File: src/rtl/inst_fifo_if.sv
// Fetch/issue-side signal bundle for inst_fifo: two write lanes, two FWFT read lanes, pops and flush.
interface inst_fifo_if;
   logic        flush;
   logic [63:0] w_data_1;
   logic        w_data_1_en;
   logic [63:0] w_data_2;
   logic        w_data_2_en;
   logic        fifo_full;
   logic [63:0] fifo_r_data_1;
   logic        fifo_r_data_1_ok;
   logic [63:0] fifo_r_data_2;
   logic        fifo_r_data_2_ok;
   logic        p_data_1;
   logic        p_data_2;

   modport master (
      output flush, w_data_1, w_data_1_en, w_data_2, w_data_2_en, p_data_1, p_data_2,
      input  fifo_full, fifo_r_data_1, fifo_r_data_1_ok, fifo_r_data_2, fifo_r_data_2_ok
   );

   modport slave (
      input  flush, w_data_1, w_data_1_en, w_data_2, w_data_2_en, p_data_1, p_data_2,
      output fifo_full, fifo_r_data_1, fifo_r_data_1_ok, fifo_r_data_2, fifo_r_data_2_ok
   );
endinterface

File: src/rtl/inst_fifo.sv
// Dual-write, dual-read instruction queue between fetch and issue.
// Read ports fall through combinationally; accepted writes are compacted in age order.
module inst_fifo #(
   parameter int DEPTH = 16,
   parameter int PTR_W = 4
) (
   input  logic       clk,
   input  logic       resetn,
   inst_fifo_if.slave fif
);
   typedef logic [PTR_W-1:0] ptr_t;
   typedef logic [PTR_W:0]   cnt_t;

   localparam cnt_t FULL_LIM = cnt_t'(DEPTH - 2);

   logic [63:0] mem_q [DEPTH];
   ptr_t        head_q, head_d;
   ptr_t        tail_q, tail_d;
   cnt_t        count_q, count_d;
   ptr_t        head_p1, tail_p1;
   logic        ok1, ok2, full;
   logic        pop1, pop2;
   logic        wr0_en, wr1_en;
   logic [63:0] wr0_data;
   logic [1:0]  n_pop, n_push;

   assign head_p1 = head_q + ptr_t'(1);
   assign tail_p1 = tail_q + ptr_t'(1);

   assign ok1  = (count_q != '0);
   assign ok2  = (count_q > cnt_t'(1));
   assign full = (count_q > FULL_LIM);

   assign fif.fifo_full        = full;
   assign fif.fifo_r_data_1    = mem_q[head_q];
   assign fif.fifo_r_data_2    = mem_q[head_p1];
   assign fif.fifo_r_data_1_ok = ok1;
   assign fif.fifo_r_data_2_ok = ok2;

   assign pop1  = fif.p_data_1 & ok1;
   assign pop2  = fif.p_data_2 & ok2 & pop1;
   assign n_pop = {1'b0, pop1} + {1'b0, pop2};

   // Slot 0 takes the oldest valid lane; slot 1 is only used when both lanes are valid.
   assign wr0_en   = ~full & ~fif.flush & (fif.w_data_1_en | fif.w_data_2_en);
   assign wr1_en   = ~full & ~fif.flush & fif.w_data_1_en & fif.w_data_2_en;
   assign wr0_data = fif.w_data_1_en ? fif.w_data_1 : fif.w_data_2;
   assign n_push   = {1'b0, wr0_en} + {1'b0, wr1_en};

   always_comb begin
      head_d  = head_q + ptr_t'(n_pop);
      tail_d  = tail_q + ptr_t'(n_push);
      count_d = count_q + cnt_t'(n_push) - cnt_t'(n_pop);
      if (fif.flush) begin
         head_d  = '0;
         tail_d  = '0;
         count_d = '0;
      end
   end

   always_ff @(posedge clk or negedge resetn) begin
      if (!resetn) begin
         head_q  <= '0;
         tail_q  <= '0;
         count_q <= '0;
      end else begin
         head_q  <= head_d;
         tail_q  <= tail_d;
         count_q <= count_d;
      end
   end

   always_ff @(posedge clk or negedge resetn) begin
      if (!resetn) begin
         for (int i = 0; i < DEPTH; i++) begin
            mem_q[i] <= '0;
         end
      end else begin
         if (wr0_en) begin
            mem_q[tail_q] <= wr0_data;
         end
         if (wr1_en) begin
            mem_q[tail_p1] <= fif.w_data_2;
         end
      end
   end
endmodule

File: src/flat_wrapper.sv
// flat-port wrapper written by rule: the top's interface ports become plain ports
module inst_fifo_flat 
#(
   parameter int DEPTH = 16,
   parameter int PTR_W = 4
)
  (clk, resetn, fif_flush, fif_w_data_1, fif_w_data_1_en, fif_w_data_2, fif_w_data_2_en, fif_p_data_1, fif_p_data_2, fif_fifo_full, fif_fifo_r_data_1, fif_fifo_r_data_1_ok, fif_fifo_r_data_2, fif_fifo_r_data_2_ok);
  inst_fifo_if fif_i ();
  input  logic clk;
  input  logic resetn;
  input wire logic [$bits(fif_i.flush)-1:0] fif_flush;
  input wire logic [$bits(fif_i.w_data_1)-1:0] fif_w_data_1;
  input wire logic [$bits(fif_i.w_data_1_en)-1:0] fif_w_data_1_en;
  input wire logic [$bits(fif_i.w_data_2)-1:0] fif_w_data_2;
  input wire logic [$bits(fif_i.w_data_2_en)-1:0] fif_w_data_2_en;
  input wire logic [$bits(fif_i.p_data_1)-1:0] fif_p_data_1;
  input wire logic [$bits(fif_i.p_data_2)-1:0] fif_p_data_2;
  output wire logic [$bits(fif_i.fifo_full)-1:0] fif_fifo_full;
  output wire logic [$bits(fif_i.fifo_r_data_1)-1:0] fif_fifo_r_data_1;
  output wire logic [$bits(fif_i.fifo_r_data_1_ok)-1:0] fif_fifo_r_data_1_ok;
  output wire logic [$bits(fif_i.fifo_r_data_2)-1:0] fif_fifo_r_data_2;
  output wire logic [$bits(fif_i.fifo_r_data_2_ok)-1:0] fif_fifo_r_data_2_ok;
  assign fif_i.flush = fif_flush;
  assign fif_i.w_data_1 = fif_w_data_1;
  assign fif_i.w_data_1_en = fif_w_data_1_en;
  assign fif_i.w_data_2 = fif_w_data_2;
  assign fif_i.w_data_2_en = fif_w_data_2_en;
  assign fif_i.p_data_1 = fif_p_data_1;
  assign fif_i.p_data_2 = fif_p_data_2;
  assign fif_fifo_full = fif_i.fifo_full;
  assign fif_fifo_r_data_1 = fif_i.fifo_r_data_1;
  assign fif_fifo_r_data_1_ok = fif_i.fifo_r_data_1_ok;
  assign fif_fifo_r_data_2 = fif_i.fifo_r_data_2;
  assign fif_fifo_r_data_2_ok = fif_i.fifo_r_data_2_ok;
  inst_fifo #(.DEPTH(DEPTH), .PTR_W(PTR_W)) u_core (.clk(clk), .resetn(resetn), .fif(fif_i));
endmodule
File: config.mk
export PLATFORM = sky130hd
export DESIGN_NAME = inst_fifo_flat
export DESIGN_NICKNAME = d
export VERILOG_FILES = /design/src/rtl/inst_fifo_if.sv /design/src/rtl/inst_fifo.sv /design/src/flat_wrapper.sv
export SDC_FILE = /design/constraint.sdc
export NUM_CORES = 2
export LEC_CHECK = 0
export CAP_MARGIN = 40
export CORE_MARGIN = 3
export CORE_UTILIZATION = 40
export DETAILED_ROUTE_END_ITERATION = 6
export GPL_ROUTABILITY_DRIVEN = 0
export GPL_TIMING_DRIVEN = 0
export PLACE_DENSITY = 0.53
export RECOVER_POWER = 50
export REMOVE_ABC_BUFFERS = 1
export SYNTH_ARGS = -nofsm -noshare
export SYNTH_HDL_FRONTEND = slang
export SYNTH_SLANG_ARGS = --single-unit
File: constraint.sdc
create_clock -name clk -period 4.9 [get_ports clk]
set_input_delay 1.47 -clock clk [delete_from_list [all_inputs] [get_ports clk]]
set_output_delay 1.47 -clock clk [all_outputs]
set_load 0.02 [all_outputs]
# Word-level counts from Yosys, hierarchy flattened
# Index checks and enable logic that the tools add are counted.
[totals]
ff_bits = 1037
input_bits = 135
out_inout_bits = 131
wordCells = 70
[op_classes]
add_sub_neg = 8
order_cmp = 8
mux = 18
bitwise_logic = 14
reduce_logical = 3
[op_table]
columns = ["op", "count"]
rows = [
  ["bitwise mux 1024 bit", 2],
  ["2-to-1 mux 1024 bit", 2],
  ["binary-select mux 64 bit (select 4 bit)", 2],
  ["demux 64 bit (select 4 bit)", 2],
  ["2-to-1 mux 64 bit", 7],
  ["greater-or-equal comparator 5 bit (second input constant)", 4],
  ["NOT 4 -> 5 bit", 4],
  ["< comparator 5 x 1 -> 1 bit (second input constant)", 2],
  ["adder 4 x 1 -> 4 bit (second input constant)", 2],
  ["adder 4 x 2 -> 4 bit", 2],
  ["2-to-1 mux 4 bit", 2],
  ["bitwise AND 1 bit", 7],
  ["adder 5 x 2 -> 5 bit", 1],
  ["greater-than comparator 5 x 1 -> 1 bit (second input constant)", 1],
  ["greater-than comparator 5 x 4 -> 1 bit (second input constant)", 1],
  ["2-to-1 mux 5 bit", 1],
  ["nonzero test 5 bit", 1],
  ["subtractor 5 x 2 -> 5 bit", 1],
  ["adder 1 x 1 -> 2 bit", 2],
  ["logical AND 1 bit", 2],
  ["NOT 1 bit", 2],
  ["bitwise OR 1 bit", 1],
]

# Logic depth before layout (Yosys ltp)
[logic_depth]
word_depth = 9
ltp_mapped = 17
ltp_nobuf = 15

# Least setup slack after synthesis
# Ideal clock, no wire load.
[synth_path]
path_kind = "register to output"
start = "register u_core.head_q[1]"
end = "output port fif_fifo_r_data_2[14]"
arrival_time_ps = 2409
required_ps = 3430
path_slack_ps = 1021
path_stages_with_launch = 6
path_buffers = 2
path_cell_list = "dfrtp_1 ha_1 buf_2 clkbuf_1 mux4_2 mux4_2"
[synth_between]
elab_chain_cells = 5
[synth_lines]
columns = ["item", "line_no", "rtl"]
rows = [
  ["from (decl)", "inst_fifo.sv:17", "ptr_t head_q, head_d;"],
  ["from (signal assigned)", "inst_fifo.sv:63", "head_q <= '0;"],
  ["from (signal assigned)", "inst_fifo.sv:67", "head_q <= head_d;"],
  ["adder 4 x 1 -> 4 bit", "inst_fifo.sv:27", "assign head_p1 = head_q + ptr_t'(1);"],
  ["NOT 4 -> 5 bit (not written as such)", "inst_fifo.sv:36", "assign fif.fifo_r_data_2 = mem_q[head_p1];"],
  ["binary-select mux 64 bit (select 4 bit)", "inst_fifo.sv:36", ""],
  ["2-to-1 mux 64 bit (not written as such) (2 in series)", "inst_fifo.sv:36", ""],
  ["to (decl)", "flat_wrapper.sv:21", "output wire logic [$bits(fif_i.fifo_r_data_2)-1:0] fif_fifo_r_data_2;"],
]
# No other way between the ends. The select of a mux whose other input is x is not followed.

# Worst setup path in the final report
[layout_path]
start = "register u_core.head_q[0]"
end = "output port fif_fifo_r_data_2[37]"
# The elaborated chain is that of the path after synthesis.

==> run metrics <==
status complete, but fails checks; failing checks capacitance limit, slew limit, setup timing; Max-cap violations 3; Leakage 37.1 nW; Synth async-reset ratio 100%; Int Power about 0.027 W; placed wire-length estimate roughly 150 mm; setup slack after layout -0.168 ns; Nets approximately 6000; vias in the first global route 49100; CORE AREA about 0.16 mm2; skew final 0.0223 ns; Critical Path Most Common Cell buf_16; switch share 36.8%; DR vias/cell 6.14; Setup TNS Final -4.98 ns; clk buf depth 3; CP max stage cell mux4_2; most common cell in the netlist mux2i_1; Post-synth EDFFs 0; DR vias between 40000 and 50000; HP Class flop to flop; worst skew pair latency 0.74 ns; Post-Synthesis Cells 5718; largest net degree at the start of global routing about 160; share of the synthesized area in the top cell type 39.9%; Area contributors post-synth dfrtp_1 40%, mux4_2 21%, mux2i_1 16%; Yosys warning count 0; area grow syn2layout 20.9%; Initial Util 40.4%; drt wl/cell about 30 um; DRT Wirelength 246 mm; Num CTS Buffers between 100 and 150; Overall Global Routing Usage 28.8%; fraction of layout cells with a size suffix above 1 24.4%; Tot Pwr about 0.042 W; Fill cells 14200; CTS H-tree lvls 3; Final Util between 40% and 50%; final period utilization 103%; Worst-Margin Slew 2.13 ns; die area 0.167 mm2; Iter 0 DRT Violations around 5400; Post-CTS Hold Buffers 0; Period minus WS final 5.07 ns; final number of hold-violating endpoints 0; Worst setup SP type flop; Setup Slack @ Placement -0.844 ns; net switching power 0.0156 W; Synth Register Bits 1037; Synth Flop Type dfrtp_1; family with the most delay on the worst path multiplexers; CTS tree yes; largest area contributor in the netlist dfrtp_1; row cnt 147; Req. time, crit path 3.43 ns; port buffer count 265; CP Depth 8; RSZ-0062 raised after global routing true; Worst setup EP type output port; FF-to-FF path depth 13; count of cell types in the netlist ~40; syn_area_per_cell ~11 um2; WP data arrival roughly 3.6 ns; fmax 197 MHz; initial antenna violation count 16; Die Span X 409 um; Crit Path Category flop to output port; crit-path cells buf_16 -> ha_4 -> buf_16 -> buf_16 -> buf_16 -> mux4_2 -> mux4_2 -> buf_6; Pre-antenna DRT Iters 6; commonest cells in the synthesized netlist 1048 x mux2i_1, 1037 x dfrtp_1, 1028 x nand2_1; hold depth 2; part of the power in registers 26.1%; clock transition at the registers of the reported paths 0.06 ns; Clk pwr share ~22%; Critical Path Fanout Max 8; gr ovfl total 0; worst path bufs/invs 5; Antenna Violating Nets Remaining 0; IO Pins 266; Power Density ~540 mW/mm2; Root Driver clkbuf_16; Synth Cell Area 0.0650 mm2; Die Height slightly above 400 um; Slowest Stage Delay on Critical Path 0.59 ns; Finish-stage setup viols 51; Comb power frac 51.6%; TritonCTS Sinks around 1000; Peak VDD IR 0.372 mV; Final Slew Violations between 500 and 600; post-synthesis sequential area ratio about two fifths; global-route wire length before repair 357 mm; relative slew slack -41.8%; drc violations 0
## power groups by stage
stage | registers (W) | logic (W) | clock network, W
6_report | 0.0110 | 0.0219 | 0.00945
5_1_grt | 0.0112 | 0.0229 | 0.00996
4_1_cts | 0.0110 | 0.0211 | 0.00959
3_5_place_dp | 0.0113 | 0.0174 | 0
3_3_place_gp | 0.0117 | 0.0110 | 0
2_1_floorplan | 0.0112 | 0.00828 | 0
## stage by stage
stage | std cells | cell area, um2 | hold slack [ns]
5_1_grt | 8105 | 78600 | 0.603
3_3_place_gp | 7447 | 66800 | 0.550
3_5_place_dp | 7722 | 72000 | 0.562
6_report | 8109 | 78600 | 0.573
2_1_floorplan | 5022 | 61400 | 0.528
4_1_cts | 8055 | 78300 | 0.571
## per-layer routing
metal  routed length [um]  track usage, %  vias up
met1               105000            41.0    25700
met5                   41               0        -
li1                     -               -    21200
met4                 7160            8.48        6
met3                19300            5.02      403
met2               115000            45.3     2486
## sequential cells by signal (all words and copies together) (netlist names)
name,flops
u_core.mem_q,1024
u_core.count_q,5
u_core.head_q,4
u_core.tail_q,4
## final timing paths
kind / start / end / slack [ns]
worst max-delay path: u_core.head_q[0]$_DFF_PN0_ / fif_fifo_r_data_2[37] / -0.17
worst min-delay path: u_core.mem_q[846]$_DFF_PN0_ / u_core.mem_q[846]$_DFF_PN0_ / 0.57
worst max register to register: u_core.count_q[4]$_DFF_PN0_ / u_core.mem_q[544]$_DFF_PN0_ / 0.80
worst min register to register: u_core.mem_q[846]$_DFF_PN0_ / u_core.mem_q[846]$_DFF_PN0_ / 0.57
max in group asynchronous: resetn / u_core.mem_q[509]$_DFF_PN0_ / 0.39
min in group asynchronous: resetn / u_core.mem_q[490]$_DFF_PN0_ / 1.30
## cells by family (layout without fill, tap and decap cells)
kind of cell             count (synthesis)  in the layout  synth area share (%)
buffers and inverters                  708            932                  5.60
other                                    0              7                     0
flip-flops                            1037           1037                  39.9
adder cells (fa/ha/maj)                 20             20                 0.431
multiplexers                          1728           1728                  38.6
AO/OA/AOI/OAI                         1084           1084                  8.49
XOR/XNOR                                 8              8                 0.131
AND/OR/NAND/NOR                       1133           1133                  6.87
## final cells by class
type	instances	area, um2	area share [%]
diodes	7	17.5	0.0223
clock inverters	35	434	0.552
inverters	12	45.0	0.0573
multi-input cells	3973	35700	45.5
well taps	2160	2700	3.44
repair buffers	705	10100	12.8
clock buffers	180	3630	4.61
flip-flops and latches	1037	26000	33.0
## worst reg2reg max path, delay by kind of cell, from the launching register on
family                     cells  cell delay, ns
buffers and inverters          7            1.84
AOI/OAI and AO/OA              2            1.09
and+or+nand+nor                3            0.45
DFF                            1            0.40
adders and majority gates      1            0.18
## repair_timing
item,CTS,global route
buffers inserted,71,49
endpoints found under the setup margin,128,74
pin swaps,3,1
resized for setup,453,161
gates cloned,48,6
## cell usage in the layout (no fill, tap or decap), types with 22 or more instances in the layout
master,count
dlygate4sd2_1,24
buf_16,118
mux2i_1,1048
buf_8,74
clkdlybuf4s50_1,134
buf_6,108
clkbuf_2,31
buf_4,115
mux2_2,64
clkbuf_16,132
o21ai_1,223
nand2_1,1028
clkbuf_8,25
mux4_2,616
o21ai_0,802
buf_12,56
dfrtp_1,1033
a21oi_1,27
clkinv_2,22
nor2b_1,31
clkbuf_1,32
nor2_1,27
No activity file was read; power rests on OpenSTA's default activity.
